==> config.mk <==
export PLATFORM = sky130hd
export DESIGN_NAME = expr_stim_resp
export DESIGN_NICKNAME = d
export VERILOG_FILES = /design/src/rtl/expr_stim_pkg.sv /design/src/rtl/expr_misr.sv /design/src/rtl/expr_stim_resp.sv
export SDC_FILE = /design/constraint.sdc
export NUM_CORES = 1
export LEC_CHECK = 0
export ABC_AREA = 1
export CAP_MARGIN = 10
export CORE_UTILIZATION = 40
export CTS_CLUSTER_SIZE = 24
export DETAILED_ROUTE_END_ITERATION = 7
export GPL_TIMING_DRIVEN = 0
export PLACE_DENSITY = 0.68
export SLEW_MARGIN = 20
export SYNTH_ARGS = -nofsm -noshare
export SYNTH_HDL_FRONTEND = slang
export SYNTH_SLANG_ARGS = --single-unit
export TNS_END_PERCENT = 10
==> constraint.sdc <==
create_clock -name clk -period 2.9 [get_ports clk]
set_input_delay 0.435 -clock clk [delete_from_list [all_inputs] [get_ports clk]]
set_output_delay 0.435 -clock clk [all_outputs]
set_load 0.02 [all_outputs]
==> src/rtl/expr_stim_pkg.sv <==
// Purpose: shared widths, LFSR/MISR constants, FSM state type and helpers for the expression stimulus/response engine.
// Latency: n/a (declarations and pure functions only).
// Backpressure: n/a.
package expr_stim_pkg;

  // Operand bus: {a0,a1,a2,a3,a4,a5,b0,b1,b2,b3,b4,b5} = 2 x (4+5+6+4+5+6) bits.
  localparam int OPND_W = 60;
  // Response bus: {y0..y17}, packed.
  localparam int RESP_W = 90;
  localparam int SIG_W  = 32;
  localparam int CNT_W  = 16;

  // Galois LFSR x^64+x^63+x^61+x^60+1, right-shifting form.
  localparam logic [63:0] LFSR_MASK = 64'hD800_0000_0000_0000;
  // CRC-32 polynomial used for the MISR.
  localparam logic [31:0] MISR_POLY = 32'h04C1_1DB7;
  localparam logic [31:0] MISR_INIT = 32'hFFFF_FFFF;

  typedef enum logic [2:0] {
    ST_IDLE    = 3'd0,
    ST_DRIVE   = 3'd1,
    ST_WAIT    = 3'd2,
    ST_CAPTURE = 3'd3,
    ST_DONE    = 3'd4
  } state_e;

  // One step of the right-shifting Galois LFSR.
  function automatic logic [63:0] lfsr_step(input logic [63:0] v);
    return (v >> 1) ^ (v[0] ? LFSR_MASK : 64'd0);
  endfunction

  // Compress the 90-bit response into one 32-bit word for the MISR.
  function automatic logic [SIG_W-1:0] misr_fold(input logic [RESP_W-1:0] d);
    return d[31:0] ^ d[63:32] ^ {6'b0, d[89:64]};
  endfunction

endpackage

==> src/rtl/expr_misr.sv <==
// Purpose: 32-bit multiple-input signature register folding a 90-bit response per enabled cycle.
// Latency: signature reflects a capture one clock after en is sampled.
// Backpressure: none; init has priority over en, otherwise the signature holds.
module expr_misr
  import expr_stim_pkg::*;
(
  input  logic              clk,
  input  logic              rst_n,
  input  logic              init,
  input  logic              en,
  input  logic [RESP_W-1:0] data,
  output logic [SIG_W-1:0]  sig
);

  logic [SIG_W-1:0] sig_q;
  logic [SIG_W-1:0] sig_d;

  // Next signature: reload on init, shift/poly/fold on en, hold otherwise.
  always_comb begin
    sig_d = sig_q;
    if (init) begin
      sig_d = MISR_INIT;
    end else if (en) begin
      sig_d = {sig_q[SIG_W-2:0], 1'b0}
            ^ (sig_q[SIG_W-1] ? MISR_POLY : '0)
            ^ misr_fold(data);
    end
  end

  // Signature register, cleared to zero by reset.
  always_ff @(posedge clk or negedge rst_n) begin
    if (!rst_n) begin
      sig_q <= '0;
    end else begin
      sig_q <= sig_d;
    end
  end

  assign sig = sig_q;

endmodule

==> src/rtl/expr_stim_resp.sv <==
// Purpose: LFSR-driven operand generator plus MISR response compactor for an expression DUT; optional abort input under EXPR_STIM_ABORT_EN.
// Latency: NUM_VECTORS*(2+LATENCY) clocks from start sample to DONE.
// Backpressure: none; start is ignored while busy, abort (when built in) ends a run at the next edge.
module expr_stim_resp
  import expr_stim_pkg::*;
#(
  parameter int          NUM_VECTORS = 256,
  parameter logic [63:0] SEED        = 64'h0000_0000_0000_0001,
  parameter int          LATENCY     = 0
) (
  input  logic              clk,
  input  logic              rst_n,
  input  logic              start,
`ifdef EXPR_STIM_ABORT_EN
  input  logic              abort,
`endif
  output logic              busy,
  output logic              done,
  output logic [3:0]        a0,
  output logic [4:0]        a1,
  output logic [5:0]        a2,
  output logic signed [3:0] a3,
  output logic signed [4:0] a4,
  output logic signed [5:0] a5,
  output logic [3:0]        b0,
  output logic [4:0]        b1,
  output logic [5:0]        b2,
  output logic signed [3:0] b3,
  output logic signed [4:0] b4,
  output logic signed [5:0] b5,
  input  logic [RESP_W-1:0] y,
  output logic [SIG_W-1:0]  signature,
  output logic [CNT_W-1:0]  vec_count
);

  // Last WAIT count value; unused when LATENCY is zero since WAIT is skipped.
  localparam logic [3:0]       WAIT_LAST = (LATENCY > 0) ? 4'(LATENCY - 1) : 4'd0;
  localparam logic [CNT_W-1:0] NV        = CNT_W'(NUM_VECTORS);
  localparam bit               HAS_WAIT  = (LATENCY > 0);

  state_e            state_q, state_d;
  logic [63:0]       lfsr_q, lfsr_d;
  logic [OPND_W-1:0] opnd_q, opnd_d;
  logic [CNT_W-1:0]  cnt_q, cnt_d;
  logic [3:0]        wait_q, wait_d;
  logic              misr_init;
  logic              misr_en;
  logic              busy_w;

  assign busy_w = (state_q == ST_DRIVE) || (state_q == ST_WAIT) || (state_q == ST_CAPTURE);

  // Run sequencer: start -> (DRIVE [WAIT*] CAPTURE) x NUM_VECTORS -> DONE.
  always_comb begin
    state_d   = state_q;
    lfsr_d    = lfsr_q;
    opnd_d    = opnd_q;
    cnt_d     = cnt_q;
    wait_d    = wait_q;
    misr_init = 1'b0;
    misr_en   = 1'b0;

    case (state_q)
      ST_IDLE, ST_DONE: begin
        if (start) begin
          lfsr_d    = SEED;
          cnt_d     = '0;
          misr_init = 1'b1;
          state_d   = ST_DRIVE;
        end
      end
      ST_DRIVE: begin
        // Operands are only ever written here, so they stay put until the next DRIVE.
        opnd_d  = lfsr_q[OPND_W-1:0];
        lfsr_d  = lfsr_step(lfsr_q);
        wait_d  = '0;
        state_d = HAS_WAIT ? ST_WAIT : ST_CAPTURE;
      end
      ST_WAIT: begin
        if (wait_q == WAIT_LAST) begin
          state_d = ST_CAPTURE;
        end else begin
          wait_d = wait_q + 4'd1;
        end
      end
      ST_CAPTURE: begin
        misr_en = 1'b1;
        cnt_d   = cnt_q + 1'b1;
        // Compare the post-increment count so the run stops without wrapping.
        state_d = (cnt_d == NV) ? ST_DONE : ST_DRIVE;
      end
      default: begin
        state_d = ST_IDLE;
      end
    endcase

`ifdef EXPR_STIM_ABORT_EN
    // Abort wins over everything in flight, including a coincident capture.
    if (busy_w && abort) begin
      state_d = ST_DONE;
      lfsr_d  = lfsr_q;
      opnd_d  = opnd_q;
      cnt_d   = cnt_q;
      wait_d  = wait_q;
      misr_en = 1'b0;
    end
`endif
  end

  // Sequencer, LFSR, operand, counter and wait registers.
  always_ff @(posedge clk or negedge rst_n) begin
    if (!rst_n) begin
      state_q <= ST_IDLE;
      lfsr_q  <= SEED;
      opnd_q  <= '0;
      cnt_q   <= '0;
      wait_q  <= '0;
    end else begin
      state_q <= state_d;
      lfsr_q  <= lfsr_d;
      opnd_q  <= opnd_d;
      cnt_q   <= cnt_d;
      wait_q  <= wait_d;
    end
  end

  expr_misr u_misr (
    .clk   (clk),
    .rst_n (rst_n),
    .init  (misr_init),
    .en    (misr_en),
    .data  (y),
    .sig   (signature)
  );

  assign {a0, a1, a2, a3, a4, a5, b0, b1, b2, b3, b4, b5} = opnd_q;
  assign busy      = busy_w;
  assign done      = (state_q == ST_DONE);
  assign vec_count = cnt_q;

endmodule

==> results of run 1 <==
## cells by family (layout without fill, tap and decap cells)
logic type | count (synthesis) | after routing | synth area share
DFF | 179 | 179 | 0.5693
adders and majority gates | 3 | 3 | 0.004770
buffers and inverters | 130 | 367 | 0.06836
xor gates and xnor gates | 105 | 105 | 0.1169
and+or+nand+nor | 280 | 280 | 0.1439
AOI/OAI and AO/OA | 129 | 129 | 0.09682
## cell usage in the layout (no fill, tap or decap), drive strengths merged, types with 3 or more instances in the layout
cell,instances
a21oi,6
a32o,3
buf,27
clkbuf,32
clkdlybuf4s50,201
clkinv,3
dfrtp,178
ha,3
inv,100
nand2,226
nand3,20
nand4,7
nor2,23
o21ai,45
o22ai,71
xnor2,65
xor2,40
## critical path, cell delays in order, from the launching register on
cell             delay, ps
dfrtp_1                440
inv_1                  100
nor3_1                 250
clkdlybuf4s50_1        660
## timing repair
| action | in CTS | in global routing |
|---|---|---|
| hold endpoints to repair | 25 | 0 |
| setup endpoints to repair | 0 | 0 |
| hold buffers | 1 | 0 |
## metrics by stage
step / utilization / area, sq um / std cells
after floorplan: - / 7870 / 826
after global placement: 0.5372 / 10220 / 1288
after detailed placement: 0.5404 / 10280 / 1290
after CTS: 0.5713 / 10860 / 1323
after global routing: 0.5713 / 10860 / 1323
final: 0.5713 / 10860 / 1323
## synth_stat cells, types with 3 or more instances
cell	instances	area, sq um
a21oi_1	6	30.03
a32o_1	3	30.03
buf_1	3	11.26
buf_2	16	80.08
buf_6	3	33.78
clkbuf_1	11	41.29
dfrtp_1	178	4454
ha_1	3	37.54
inv_1	92	345.3
inv_2	3	11.26
nand2_1	226	848.3
nand3_1	18	90.09
nand4_1	7	43.79
nor2_1	21	78.83
o21ai_0	44	220.2
o22ai_1	71	444.2
xnor2_1	65	569.3
xor2_1	40	350.3
## report_power, final
group | switching [mW] | internal (mW)
clock network | 1.01 | 1.25
logic | 3.29 | 2.50
registers | 0.723 | 3.58
total | 5.03 | 7.34
## layout make-up
class	count	area [sq um]	share of cell area
well taps	260	325.3	0.02994
clock buffers	21	460.4	0.04238
plain buffers	35	181.4	0.01670
flip-flops and latches	179	4481	0.4124
clock inverters	11	116.4	0.01071
inverters	95	356.6	0.03282
repair buffers	205	2092	0.1926
multi-input cells	517	2851	0.2625
## state kept, by name, summed over array words and instances, names as in the netlist
name,count
wait_q,4
state_q,3
u_misr.sig,32
lfsr_q,64
vec_count,16
opnd_q,60
## worst max-delay path by stage
stage / from / end / slack [ps] / cells past startpoint
finish: state_q[2] / done / 590 / 3
global route: state_q[2] / done / 450 / 3
CTS: state_q[2] / done / 550 / 3
detailed placement: start / lfsr_q[62] / 970 / 6
global placement: rst_n / lfsr_q[27] / -6030 / 1
floorplan: vec_count[0] / state_q[0] / 1200 / 10
## metal layers
| layer | routed length (um) | global-route usage | up-vias | part of all wire |
|---|---|---|---|---|
| li1 | - | - | 3103 | - |
| met1 | 8753 | 0.2615 | 2980 | 0.46 |
| met2 | 9306 | 0.3375 | 121 | 0.49 |
| met3 | 711 | 0.05114 | 23 | 0.037 |
| met4 | 240 | 0.06282 | 0 | 0.013 |
| met5 | 0 | 0 | - | 0 |
==> out/results.ini, run 1 <==
[run_status]
status=completed

[global_routing]
grt.total_usage=0.2036
grt-ovfl-total=0
grt_pass1_vias=6405
grt_first_pass_wirelength_mm=31.86
grt_max_degree=81
antenna_found_initial=0

[routing]
vias=6227
wl_mm=19.01
dr.pass1.iters=5
via_per_inst=4.707
wl_per_cell_um=14.37
initialDrtViolationCount=298
ant_nets=0
post-route-drc-count=0

[worst_setup_path]
r2r-end=state_q[0]
r2r_setup_slack_ps=1020
cp_max_fo=4
worstSetupEndpointType=output port
required_ps=2470
crit_arrival_ps=1870
ff2ff_path_depth=10
crit_path_start_kind=register
worstSetupPathType=reg2out
r2r-start=vec_count[0]

[placed_design]
place_ws_ps=967.9
numPortBuffers=202
hpwl_mm=14.13
globalplace.congestion=0.8459

[timing]
rsz0062_at_grt=false
relSlewSlack=0.6729
setup_viol=0
fin_ws_ps=590.8
timing.final.crit_share=0.7963
worstMarginPinSlew_ps=490.6
drv_slew=0
holdWs_ps=422.5
fmax_mhz=433.1
tns_ps=0
clock_skew_ps=13.53
hold_viol=0
finalCriticalPeriod_ps=2309

[worst_hold_path]
hold_class=in2async

[clock_network]
cts_tree=built
cts-htree-levels=4
cts_resized=0
cts_sinks=179
clk_pin_slew_ps=70
clockBufferDepth=2
post_cts_buffers=0
clkLatencyLatePin_ps=430
cts_made_buffers=17
clock-root-buffer=clkbuf_16

[synth]
ys.flop_type=dfrtp_1
seq_area_frac_synth=0.5693
synth_edf_count=0
yosys_warnings=0
syn_nets=922
avgSynthCellArea_sq_um=9.528
synth_cells=826
synth_area_sq_um=7870
ys_types=30
ys_async_sr_fraction=1.000
ys_seq_elements=179

[floorplanning]
start_util=0.4138
rows=50
die_y_um=142.3
pin_count=203
die_x_um=142.3
die_area_sq_um=20240
core_sq_um=19020

[finish]
fillers=1727
diodes=0
nNetsFinal=1146
area_growth_pct=38.04
layout-drive-gt1-share=0.06115

[power]
leakage_nw=4.930
p_total_mw=12.36
ir_drop_mv=0.6635
power_density_nw_per_um2=1138

[job]
max_cap_violations=0

Power figures use the tool's default switching activity.
==> run 2: changes to the inputs <==
PLACE_DENSITY = 0.7   (was 0.68)
clock period = 2.1 ns   (was 2.9 ns; I/O delays follow)
==> run 2 against run 1 <==
Die area stayed put. Sequential cell count stayed put. Register-to-register slack worse by 830 ps. Power is 42% higher. Largest power group unchanged. Highest routed layer unchanged. Clock skew is 1.4 ps higher. Clock power is 58% higher. Final cell count stayed put. Setup slack worse by 400 ps. Global-route usage is 0.31 points lower. Utilization is 0.45 points higher.
==> out/results.ini, run 2 (synthesized netlist as in run 1, its figures left out) <==
[routing]
post-route-drc-count=0
initialDrtViolationCount=285
dr.pass1.iters=4
via_per_inst=4.763
wl_mm=18.71
wl_per_cell_um=14.14
vias=6302
ant_nets=0

[timing]
hold_viol=0
timing.final.crit_share=0.9090
clock_skew_ps=14.89
setup_viol=0
finalCriticalPeriod_ps=1909
rsz0062_at_grt=false
fmax_mhz=523.9
drv_slew=0
worstMarginPinSlew_ps=482.3
holdWs_ps=353.6
relSlewSlack=0.6785

[power]
p_total_mw=17.51
ir_drop_mv=0.8968
power_density_nw_per_um2=1599
leakage_nw=4.976

[placed_design]
hpwl_mm=13.97
numPortBuffers=202
place_area_sq_um=10280
globalplace.congestion=0.8507
dp.cells=1290

[floorplanning]
die_x_um=142.3
rows=50
core_sq_um=19020
die_y_um=142.3
start_util=0.4138
die_area_sq_um=20240
pin_count=203

[worst_setup_path]
path_cells=inv_1 -> nor3_1 -> dlygate4sd2_1
crit_arrival_ps=1590
required_ps=1780
cp_max_fo=4
cp_slowest_cell=dfrtp_1
crit_path_start_kind=register
worstSetupEndpointType=output port
worstSetupPathType=reg2out
max_stage_delay_ps=440

[global_routing]
grt_pass1_vias=6317
antenna_found_initial=0
grt_first_pass_wirelength_mm=31.67
grt-ovfl-total=0
grt.total_usage=0.2004
grt_max_degree=70

[clock_network]
cts_sinks=179
clockBufferDepth=2
cts-htree-levels=4
cts_tree=built
clock-root-buffer=clkbuf_16
clk_pin_slew_ps=70
cts_made_buffers=17
clkLatencyLatePin_ps=430

[finish]
nNetsFinal=1146
fin_cells=1323
layout-drive-gt1-share=0.06303
layout_common_cells=nand2_1 (226), clkdlybuf4s50_1 (199), dfrtp_1 (178), inv_1 (92), o22ai_1 (71)
area_growth_pct=39.13
layout_commonest_cell=nand2_1
fillers=1685
multi_input_area_sq_um=2851
max_flop_register=lfsr_q
diodes=0
largest_register_ff_count=64
regArea_sq_um=4481
finalInstanceArea_sq_um=10950

[run_status]
status=completed

[worst_hold_path]
hold_class=in2async

[job]
max_cap_violations=0

run 2: cell types whose count changed in the layout (fill, tap and decap cells not counted), sizes merged:
| cell | delta |
|---|---|
| bufinv | +4 |
| clkdlybuf4s50 | -2 |
| clkbuf | -4 |
| inv | +2 |
| dlygate4sd2 | +2 |
| clkinv | -2 |
run 2: per-stage QoR:
step,util,setup TNS [ps],setup WS (ps)
floorplan,-,0,400.1
global placement,0.5372,-1187320,-6661
detailed placement,0.5404,0,265.3
CTS,0.5757,0,191.6
global route,0.5757,0,3.349
finish,0.5757,0,191.1
run 2: power breakdown:
group          total, mW  switching [mW]  leakage, nW  internal (mW)
Sequential          5.94           0.994         2.35           4.94
Combinational       7.99            4.54         2.31           3.45
Clock               3.58            1.43        0.321           2.15
Total               17.5            6.96         4.98           10.5
run 2: worst paths after layout:
path,startpoint,end,slack (ps),cells after the start
worst max-delay path,state_q[2],done,190,3
worst min-delay path,rst_n,u_misr.sig[24],350,2
worst max register to register,vec_count[0],state_q[0],190,10
max in group asynchronous,rst_n,lfsr_q[22],750,4
min in group clk,opnd_q[52],opnd_q[52],470,2
worst min register to register,opnd_q[52],opnd_q[52],470,2
run 2: final cells by class:
| type | instances | share of cell area |
|---|---|---|
| Timing Repair Buffer | 205 | 0.1908 |
| Clock inverter | 15 | 0.02183 |
| Tap cell | 260 | 0.02971 |
| Sequential cell | 179 | 0.4092 |
| Multi-Input combinational cell | 517 | 0.2604 |
| Clock buffer | 17 | 0.03885 |
| Inverter | 95 | 0.03257 |
| Buffer | 35 | 0.01657 |
run 2: routing by layer:
layer  up-vias  GRT usage  routed length [um]
met1      3040     0.2624                8452
met3        26    0.04307                 734
met2       138     0.3302                9199
met4         0    0.06621                 320
met5         -          0                   0
li1       3098          -                   -
run 2: critical path, delay by kind of cell, from the launching register on:
family        cells  cell delay [ps]
simple gates      1              260
buf+inv           2              480
flops             1              440
run 2: timing repair:
action | in CTS | in global routing
hold buffers | 1 | 0
hold endpoints to repair | 42 | 0
setup buffers | 0 | 0
resized for setup | 2 | 0
endpoints found under the setup margin | 2 | 0
